[src/rtl/aclu_pkg.sv]
// aclu_pkg: opcode, ALU select and FSM state encodings shared by the aclu sequencer.
package aclu_pkg;
    localparam logic [3:0] OP_NOP  = 4'd0;
    localparam logic [3:0] OP_LDI  = 4'd1;
    localparam logic [3:0] OP_ADDI = 4'd2;
    localparam logic [3:0] OP_SUBI = 4'd3;
    localparam logic [3:0] OP_ANDI = 4'd4;
    localparam logic [3:0] OP_ORI  = 4'd5;
    localparam logic [3:0] OP_CMPI = 4'd6;
    localparam logic [3:0] OP_OUT  = 4'd7;
    localparam logic [3:0] OP_JMP  = 4'd8;
    localparam logic [3:0] OP_JC   = 4'd9;
    localparam logic [3:0] OP_JZ   = 4'd10;
    localparam logic [3:0] OP_JNZ  = 4'd11;
    localparam logic [3:0] OP_HALT = 4'd15;

    localparam logic [2:0] SEL_PASS = 3'b000;
    localparam logic [2:0] SEL_ADD  = 3'b010;
    localparam logic [2:0] SEL_SUB  = 3'b011;
    localparam logic [2:0] SEL_AND  = 3'b100;
    localparam logic [2:0] SEL_OR   = 3'b001;

    typedef enum logic [2:0] {S_FETCH, S_DECODE, S_EXEC, S_JTGT, S_HALT} state_t;

    function automatic logic [2:0] alu_sel(input logic [3:0] op);
        return op == OP_ADDI ? SEL_ADD : op == OP_SUBI ? SEL_SUB :
               op == OP_ANDI ? SEL_AND : op == OP_ORI  ? SEL_OR  : SEL_PASS;
    endfunction
endpackage

[src/rtl/aclu_sequencer.sv]
// aclu_sequencer: fetch/decode/execute sequencer driving the accumulator/ALU datapath
// from a synchronous byte-wide program ROM, with flag-conditional jumps.
module aclu_sequencer
    import aclu_pkg::*;
#(
    parameter logic [7:0] RESET_ADDR = 8'h00
) (
    input  logic       i_clk,
    input  logic       i_rst_n,
    input  logic       i_run,
    output logic [7:0] o_rom_addr,
    input  logic [7:0] i_rom_data,
    input  logic       i_c,
    input  logic       i_zero,
    output logic [3:0] o_in,
    output logic       o_enable,
    output logic       o_ac1,
    output logic       o_ac2,
    output logic [2:0] o_sel,
    output logic       o_halted
);
    state_t     r_state;
    logic [7:0] r_pc;
    logic [3:0] r_ir;
    logic [3:0] r_in;
    logic [2:0] r_sel;
    logic       r_fc, r_fz, r_enable, r_ac1, r_ac2, r_halted;
    logic [3:0] w_dec_op;
    logic       w_dec_alu, w_dec_cmp, w_flags, w_jump, w_taken;

    assign w_dec_op  = i_rom_data[7:4];
    assign w_dec_alu = w_dec_op >= OP_LDI && w_dec_op <= OP_ORI;
    assign w_dec_cmp = w_dec_op == OP_CMPI;
    assign w_flags   = r_ir >= OP_LDI && r_ir <= OP_CMPI;
    assign w_jump    = r_ir >= OP_JMP && r_ir <= OP_JNZ;
    assign w_taken   = r_ir == OP_JMP || (r_ir == OP_JC && r_fc) ||
                       (r_ir == OP_JZ && r_fz) || (r_ir == OP_JNZ && !r_fz);

    // Controls are loaded while decoding so they are clean register outputs for exactly the EXEC cycle.
    always_ff @(posedge i_clk) begin
        if (!i_rst_n) begin
            r_state  <= S_FETCH;
            r_pc     <= RESET_ADDR;
            r_ir     <= OP_NOP;
            r_fc     <= 1'b0;
            r_fz     <= 1'b0;
            r_in     <= 4'd0;
            r_sel    <= SEL_PASS;
            r_enable <= 1'b0;
            r_ac1    <= 1'b0;
            r_ac2    <= 1'b0;
            r_halted <= 1'b0;
        end else begin
            r_in     <= 4'd0;
            r_sel    <= SEL_PASS;
            r_enable <= 1'b0;
            r_ac1    <= 1'b0;
            r_ac2    <= 1'b0;
            case (r_state)
                S_FETCH: r_state <= i_run ? S_DECODE : S_FETCH;
                S_DECODE: begin
                    r_ir     <= w_dec_op;
                    r_pc     <= r_pc + 8'd1;
                    r_in     <= (w_dec_alu || w_dec_cmp) ? i_rom_data[3:0] : 4'd0;
                    r_sel    <= w_dec_alu ? alu_sel(w_dec_op) : w_dec_cmp ? SEL_SUB : SEL_PASS;
                    r_enable <= w_dec_alu || w_dec_cmp;
                    r_ac1    <= w_dec_alu;
                    r_ac2    <= w_dec_op == OP_OUT;
                    r_state  <= S_EXEC;
                end
                S_EXEC: begin
                    if (w_flags) begin
                        r_fc <= i_c;
                        r_fz <= i_zero;
                    end
                    r_halted <= r_ir == OP_HALT;
                    r_state  <= w_jump ? S_JTGT : r_ir == OP_HALT ? S_HALT : S_FETCH;
                end
                S_JTGT: begin
                    r_pc    <= w_taken ? i_rom_data : r_pc + 8'd1;
                    r_state <= S_FETCH;
                end
                S_HALT:  r_state <= S_HALT;
                default: r_state <= S_FETCH;
            endcase
        end
    end

    assign o_rom_addr = r_pc;
    assign o_in       = r_in;
    assign o_sel      = r_sel;
    assign o_enable   = r_enable;
    assign o_ac1      = r_ac1;
    assign o_ac2      = r_ac2;
    assign o_halted   = r_halted;
endmodule
[config.mk]
export PLATFORM = sky130hd
export DESIGN_NAME = aclu_sequencer
export DESIGN_NICKNAME = d
export VERILOG_FILES = /design/src/rtl/aclu_pkg.sv /design/src/rtl/aclu_sequencer.sv
export SDC_FILE = /design/constraint.sdc
export NUM_CORES = 1
export LEC_CHECK = 0
export CAP_MARGIN = 20
export CELL_PAD_IN_SITES_DETAIL_PLACEMENT = 0
export CELL_PAD_IN_SITES_GLOBAL_PLACEMENT = 2
export CORE_MARGIN = 1
export CORE_UTILIZATION = 28
export DETAILED_ROUTE_END_ITERATION = 8
export PLACE_DENSITY_LB_ADDON = 0.05
export SLEW_MARGIN = 20
export SYNTH_ARGS = -nofsm -noshare
export SYNTH_HDL_FRONTEND = slang
export SYNTH_SLANG_ARGS = --single-unit
[constraint.sdc]
create_clock -name i_clk -period 2.2 [get_ports i_clk]
set_input_delay 0.55 -clock i_clk [delete_from_list [all_inputs] [get_ports i_clk]]
set_output_delay 0.55 -clock i_clk [all_outputs]
set_load 0.05 [all_outputs]
Yosys cells after proc, flatten, opt, wreduce, memory -nomap -nowiden. Index checks and enable logic that the tools add are counted.

$add $sub $neg: 1. Order comparisons: 6. Equal/unequal tests: 15. Mux-type cells: 12. Reduce and logical (&&, ||, !) cells: 16.

Operators with widths (count): 4-bit equality test, second input constant (5); 3-bit 2-to-1 mux (6); 4-bit by 3-bit equality test with 1-bit output, second input constant (4); 8-bit one-hot mux with 2 select lines (1); 3-bit one-hot mux with 4 select lines (1); 8-bit by 1-bit adder with 8-bit output, second input constant (1); 4-bit by 2-bit equality test with 1-bit output, second input constant (2); 4-bit by 1-bit >= comparator with 1-bit output, second input constant (2); 4-bit by 3-bit less-or-equal comparator with 1-bit output, second input constant (2); 8-bit 2-to-1 mux (1); 3-bit by 2-bit equality test with 1-bit output, second input constant (2); 1-bit logical AND (6); 4-bit >= comparator, second input constant (1); 4-bit less-or-equal comparator, second input constant (1); 1-bit logical OR (4); 2-bit AND reduction (2); 3-bit by 1-bit equality test with 1-bit output, second input constant (1); 3-bit equality test, second input constant (1); 3-bit zero test (1); 3-bit AND reduction (1); 1-bit 2-to-1 mux (2); 2-bit 2-to-1 mux (1); 2-bit nonzero test (1); 1-bit zero test (1).

Register bits after elaboration: 28. Input port bits: 13. Output and inout bits: 19. Word-level logic and storage cells: 61.

Depth between registers and ports, before layout. Gate-level depths: netlist (run 1).

Depth in word-level cells: 7. Mapped depth: 6. Gate-level depth less buffers: 5.

Worst setup path before layout (run 1). Ideal clock, no wire load.

Path type: register to register. Start: reg r_pc[0], in the netlist o_rom_addr[0]. End: reg r_pc[6], in the netlist o_rom_addr[6]. Setup time: 74 ps. Arrival time: 1778 ps. Required time: 2126 ps. Slack: 348 ps. Cell stages (with the launch flop): 6. Path buffers: 0. Clock period less this slack: 1852 ps. Path through: dfxtp_1 > ha_1 > nand3_1 > or4_1 > o2bb2ai_1 > a31oi_1.

Cells in the longest elaborated chain, start to end: 3.

RTL lines: from (decl) (line aclu_sequencer.sv:23) `logic [7:0] r_pc;`; from (signal assigned) (line aclu_sequencer.sv:63) `r_pc <= r_pc + 8'd1;`; from (signal assigned) (line aclu_sequencer.sv:80) `r_pc <= w_taken ? i_rom_data : r_pc + 8'd1;`; 8-bit by 1-bit adder with 8-bit output * (line aclu_sequencer.sv:63, aclu_sequencer.sv:80); 8-bit 2-to-1 mux (line aclu_sequencer.sv:80); 8-bit one-hot mux with 2 select lines * (line aclu_sequencer.sv:59) `case (r_state)`.

Every way passes the cells marked *; elsewhere a longest branch is shown, timed or not. A chain may end at the register's enable or synchronous reset.

Final worst setup path (run 1).
Start: reg r_pc[2], in the netlist o_rom_addr[2]. End: out o_rom_addr[2].

RTL lines: to (decl) (line aclu_sequencer.sv:11) `output logic [7:0] o_rom_addr,`.

No word-level cell between the ends.

==> impl_metrics.toml, run 1 <==
[die]
ios = 32
row_count = 24
initial_core_util = 0.298
core_um2 = 4470
die_area_um2 = 5030
die_x_um = 71.0
fp.dieH_um = 71.0

[critical_path]
crit_required_ns = 1.65
endpoint_kind = "primary output"
crit_buf_inv = 1
crit_arrival_ns = 1.57
max_stage_delay_ns = 0.84
critPathLaunchType = "flip-flop"
cp_top_family = "buffers and inverters"
cp_max_fo = 8
critPathKind = "flip-flop to primary output"
path_cells = "clkdlybuf4s50_1"
cp_slowest_cell = "clkdlybuf4s50_1"

[global_routing]
grt_pass1_wl_um = 5780
antenna_found_initial = 0
grt_overflow = 0
grt_pass1_vias = 1229
track_usage = 0.145
grt_max_degree = 16

[clock_tree]
cts-root-buf = "clkbuf_8"
cts_buffer_depth = 2
numCtsBuffers = 3
cts_sinks = 28
clk_pin_slew_worst_paths_ns = 0.10
clk_latency_ns = 0.27
cts_tree = "yes"
htree_num_levels = 1
holdBufCountCts = 0

[sta]
whs_ns = 0.509
post-route-min-period_ns = 2.12
rsz0062_at_grt = "false"
hold_violations = 0
fin_tns_setup_ns = 0
worstMarginPinSlew_ns = 0.920
fin_crit_sh = 0.962
layout_setup_ws_ns = 0.0828
finClkSkew_ns = 0.00346
relSlewSlack = 0.386
fmax_ghz = 0.472
finalMaxSlewViolations = 0
finalSetupViolations = 0

[route]
drtIter0Drc = 56
vias = 1235
drcViolationCount = 3
drtAntennaViolNets = 0
wirelength_um = 3450
viasPerCell = 5.15
first_pass_iters = 7
avgRoutedWirePerCell_um = 14.4

[synthesis]
synth_top_family_by_area = "simple AND/OR/NAND/NOR gates"
synth_compound_area_frac = 0.174
ys_ff_latch = 28
synth-xor-area-share = 0.00658
avgSynthCellArea_um2 = 8.48
synthSimpleGateAreaFrac = 0.314
synth-seq-area-share = 0.421
synth_nets = 171
yosys_warnings = 0
synthAdderAreaFrac = 0.00940
synthCells = 157
syn_area_um2 = 1330
synthMuxAreaShare = 0.0310
synth_cell_type_count = 39

[pwr]
peakVddDrop_uv = 211
p_int_uw = 742
leakagePower_nw = 0.642
switchingPower_uw = 257
p_comb_frac = 0.143
switching_share = 0.257
powerDensity_nw_per_um2 = 567
power_frac_seq = 0.536
clock_power_share = 0.320

[cells_and_area]
final_cell_mix = "clkdlybuf4s50_1 (30), dfxtp_1 (28), nand2_1 (19)"
diodes = 0
mostFrequentLayoutCell = "clkdlybuf4s50_1"
area_growth_pct = 32.3
n_fill_cell = 458
final_cells = 240
nets = 203
drive_gt1_frac = 0.0851

[status]
violations = "design-rule violations"
run_status = "finished, violations left"

[placed_design]
place_congestion = 0.724
dpl.cell_count = 236
dpl.hpwl_um = 2520
place_ws_ns = 0.164
portBuffers = 31

[flow_run]
drv_cap = 0

[hold_path]
min_path_type = "flip-flop to flip-flop"
[path summary, 6_finish.rpt]
| path | start | to | slack (ns) | cells past startpoint |
|---|---|---|---|---|
| min | r_fc | r_fc | 0.51 | 2 |
| max | o_rom_addr[2] | o_rom_addr[2] | 0.08 | 1 |
| max reg2reg | r_state[1] | o_rom_addr[5] | 0.27 | 4 |
| min reg2reg | r_fc | r_fc | 0.51 | 2 |
[worst reg2reg max path, delay by kind of cell (launching register included)]
family          cells  cell delay, ns
flops               1            0.58
compound gates      2            0.61
simple gates        2            0.67
[power by group through the flow]
stage / clock, mW / sequential [mW] / combinational, mW
global route: 0.361 / 0.538 / 0.155
global placement: 0 / 0.547 / 0.144
detailed placement: 0 / 0.548 / 0.144
finish: 0.320 / 0.536 / 0.143
floorplan: 0 / 0.567 / 0.0638
CTS: 0.339 / 0.536 / 0.145
[synthesized netlist by cell type]
cell / number / area (um^2)
or3_1: 4 / 25.0
ha_1: 1 / 12.5
inv_1: 1 / 3.75
mux2i_1: 3 / 30.0
buf_6: 1 / 11.3
or4_1: 2 / 15.0
dfxtp_1: 28 / 561
o221ai_1: 3 / 26.3
nor3b_1: 1 / 7.51
a31oi_4: 1 / 21.3
nor4_1: 5 / 31.3
or2_1: 1 / 6.26
or4_4: 1 / 11.3
nor2_1: 10 / 37.5
buf_2: 5 / 25.0
o2bb2ai_1: 2 / 17.5
xnor2_1: 1 / 8.76
nor3_1: 3 / 15.0
nor2b_1: 2 / 12.5
a211oi_1: 2 / 15.0
a31oi_1: 4 / 25.0
nor3b_2: 1 / 12.5
nand2_1: 19 / 71.3
or4b_4: 1 / 13.8
nand4_1: 2 / 12.5
o22ai_1: 3 / 18.8
o211ai_1: 1 / 7.51
o21ai_0: 9 / 45.0
and2_1: 6 / 37.5
o21bai_1: 1 / 7.51
clkbuf_1: 5 / 18.8
a21oi_1: 8 / 40.0
o21a_1: 1 / 7.51
nand3b_1: 1 / 7.51
or3b_1: 1 / 8.76
mux2_2: 1 / 11.3
nand3_1: 6 / 30.0
and3_1: 5 / 31.3
nand2b_1: 5 / 31.3
[kinds of logic (layout without fill, tap and decap cells)]
| logic type | Yosys count | in the layout |
|---|---|---|
| simple gates | 76 | 76 |
| compound gates | 35 | 35 |
| flops | 28 | 28 |
| buf+inv | 12 | 43 |
| mux | 4 | 4 |
| fa+ha+maj | 1 | 1 |
| xor+xnor | 1 | 1 |
[repair_timing]
item / CTS / global route
gates resized for setup: 0 / 1
setup endpoints to repair: 0 / 1
setup buffers: 0 / 0
hold endpoints to repair: 0 / 0
[per-layer routing]
metal / up-vias / share of wire / routed length [um] / global-route usage
met3: 2 / 0.033 / 113 / 0.0214
met5: - / 0 / 0 / 0
li1: 628 / - / - / -
met4: 0 / 0.0055 / 19 / 0.0400
met1: 582 / 0.46 / 1590 / 0.188
met2: 23 / 0.50 / 1730 / 0.252
[layout make-up]
class | count | area, um^2 | area share
sequential | 28 | 561 | 0.318
tap | 52 | 65.1 | 0.0369
timing repair buffer | 38 | 365 | 0.207
clock buffer | 4 | 55.1 | 0.0312
inverter | 1 | 3.75 | 0.00213
multi-input combinational | 117 | 712 | 0.404
[stage by stage]
stage	power, mW	util	cell area (um^2)
after global routing	1.05	0.394	1760
after global placement	0.691	0.381	1700
after floorplan	0.631	-	1330
after CTS	1.02	0.393	1760
final	0.999	0.394	1760
after detailed placement	0.692	0.381	1700
[state kept, by name, indices dropped and copies added (netlist names)]
name,flops
o_rom_addr,8
o_in,4
r_ir,4
o_sel,3
r_state,3
o_ac1,1
o_ac2,1
o_enable,1
o_halted,1
r_fc,1
r_fz,1
(Power assumes the default switching activity.)
==> run 2, diff against run 1 <==
- PLACE_DENSITY_LB_ADDON: 0.05 -> 0.1
==> run 2 against run 1 <==
The run still ends with design-rule violations left. Final cell count decreased by 0.42%. Maximum frequency barely moved. Setup slack better by 0.0013 ns. Clock-buffer cell count is 1 lower. Cell area down 0.78%. Sequential power barely moved. Via count is 1.5% higher. Die area unchanged.
==> impl_metrics.toml, run 2 (synthesis gave the netlist of run 1 again) <==
[sta]
rsz0062_at_grt = "false"
fmax_ghz = 0.473
finalMaxSlewViolations = 0
hold_violations = 0
finalSetupViolations = 0
layout_setup_ws_ns = 0.0841
fin_tns_setup_ns = 0
fin_crit_sh = 0.962
relSlewSlack = 0.369
post-route-min-period_ns = 2.12
worstMarginPinSlew_ns = 0.945
finClkSkew_ns = 0.00268

[route]
drtIter0Drc = 72
viasPerCell = 5.24
drcViolationCount = 3
first_pass_iters = 9
drtAntennaViolNets = 0
vias = 1253
wirelength_um = 3390
avgRoutedWirePerCell_um = 14.2

[placed_design]
portBuffers = 31
place_ws_ns = 0.158
place_congestion = 0.742
dpl.hpwl_um = 2470

[pwr]
leakagePower_nw = 0.635
power_uw = 959
clock_power_share = 0.293
p_comb_frac = 0.149
switching_share = 0.265
p_int_uw = 705
switchingPower_uw = 254
powerDensity_nw_per_um2 = 549
power_frac_seq = 0.558
peakVddDrop_uv = 317

[global_routing]
grt-busiest-layer = "met2"
grt_pass1_wl_um = 5430
antenna_found_initial = 0
grt_max_degree = 15
grtUsageMet1 = 0.177
grt_overflow = 0
use_met3 = 0.0299
grt_pass1_vias = 1141
gr-usage-met2 = 0.236
track_usage = 0.138

[critical_path]
cp_top_family = "buffers and inverters"
endpoint_kind = "primary output"
cp_slowest_cell = "clkdlybuf4s50_1"
critPathLaunchType = "flip-flop"
crit_buf_inv = 1
crit_required_ns = 1.65
cp_max_fo = 8
critPathKind = "flip-flop to primary output"
crit_arrival_ns = 1.57
path_cells = "clkdlybuf4s50_1"
max_stage_delay_ns = 0.84

[hold_path]
min_path_type = "flip-flop to flip-flop"

[clock_tree]
clk_latency_ns = 0.27
cts_tree = "yes"
clk_pin_slew_worst_paths_ns = 0.09
cts_buffer_depth = 2
holdBufCountCts = 0
cts-root-buf = "clkbuf_8"
cts_sinks = 28
numCtsBuffers = 3
htree_num_levels = 1

[cells_and_area]
final_cell_mix = "clkdlybuf4s50_1 (30), dfxtp_1 (28), nand2_1 (19)"
n_fill_cell = 465
mostFrequentLayoutCell = "clkdlybuf4s50_1"
area_growth_pct = 31.3
nets = 203
drive_gt1_frac = 0.0802
largest_reg_flops = 8
diodes = 0

[status]
violations = "design-rule violations"
run_status = "finished, violations left"

[die]
die_area_um2 = 5030
row_count = 24
core_um2 = 4470
fp.dieH_um = 71.0
ios = 32
die_x_um = 71.0
initial_core_util = 0.298

[flow_run]
drv_cap = 0
[run 2: cell types whose count changed in the layout (fill, tap and decap cells not counted)]
| cell | before | now |
|---|---|---|
| clkbuf_8 | 4 | 3 |
[run 2: repair_timing]
action / CTS / global route
endpoints found under the setup margin: 0 / 1
setup buffers: 0 / 0
resized for setup: 0 / 1
[run 2: per-stage QoR]
| stage | cell area (um^2) | cells | hold WS [ns] | util |
|---|---|---|---|---|
| after floorplan | 1330 | 157 | 0.454 | - |
| after global placement | 1700 | 236 | 0.473 | 0.381 |
| after detailed placement | 1700 | 236 | 0.481 | 0.381 |
| after CTS | 1750 | 239 | 0.504 | 0.390 |
| after global routing | 1750 | 239 | 0.546 | 0.391 |
| final | 1750 | 239 | 0.495 | 0.391 |
[run 2: power groups by stage]
stage / combinational [mW] / clock [mW] / sequential, mW
6_report: 0.143 / 0.281 / 0.535
5_1_grt: 0.155 / 0.308 / 0.538
4_1_cts: 0.145 / 0.297 / 0.536
3_5_place_dp: 0.144 / 0 / 0.547
3_3_place_gp: 0.144 / 0 / 0.547
2_1_floorplan: 0.0638 / 0 / 0.567
[run 2: cell type report]
type                    count  area, um^2  area share
clock buffers               3        41.3      0.0236
inverters                   1        3.75     0.00215
multi-input cells         117         712       0.407
flip-flops and latches     28         561       0.321
well taps                  52        65.1      0.0372
repair buffers             38         365       0.209
[run 2: path summary, 6_finish.rpt]
check	start	end	slack [ns]	depth (start not counted)
hold / removal	r_fz	r_fz	0.50	2
setup / recovery	o_rom_addr[2]	o_rom_addr[2]	0.08	1
hold reg to reg	r_fz	r_fz	0.50	2
setup reg to reg	r_state[1]	o_rom_addr[6]	0.30	4
[run 2: routing by layer]
| metal | up-vias | wire length [um] |
|---|---|---|
| met4 | 0 | 20 |
| met3 | 2 | 127 |
| met5 | - | 0 |
| met1 | 592 | 1600 |
| li1 | 631 | - |
| met2 | 28 | 1640 |
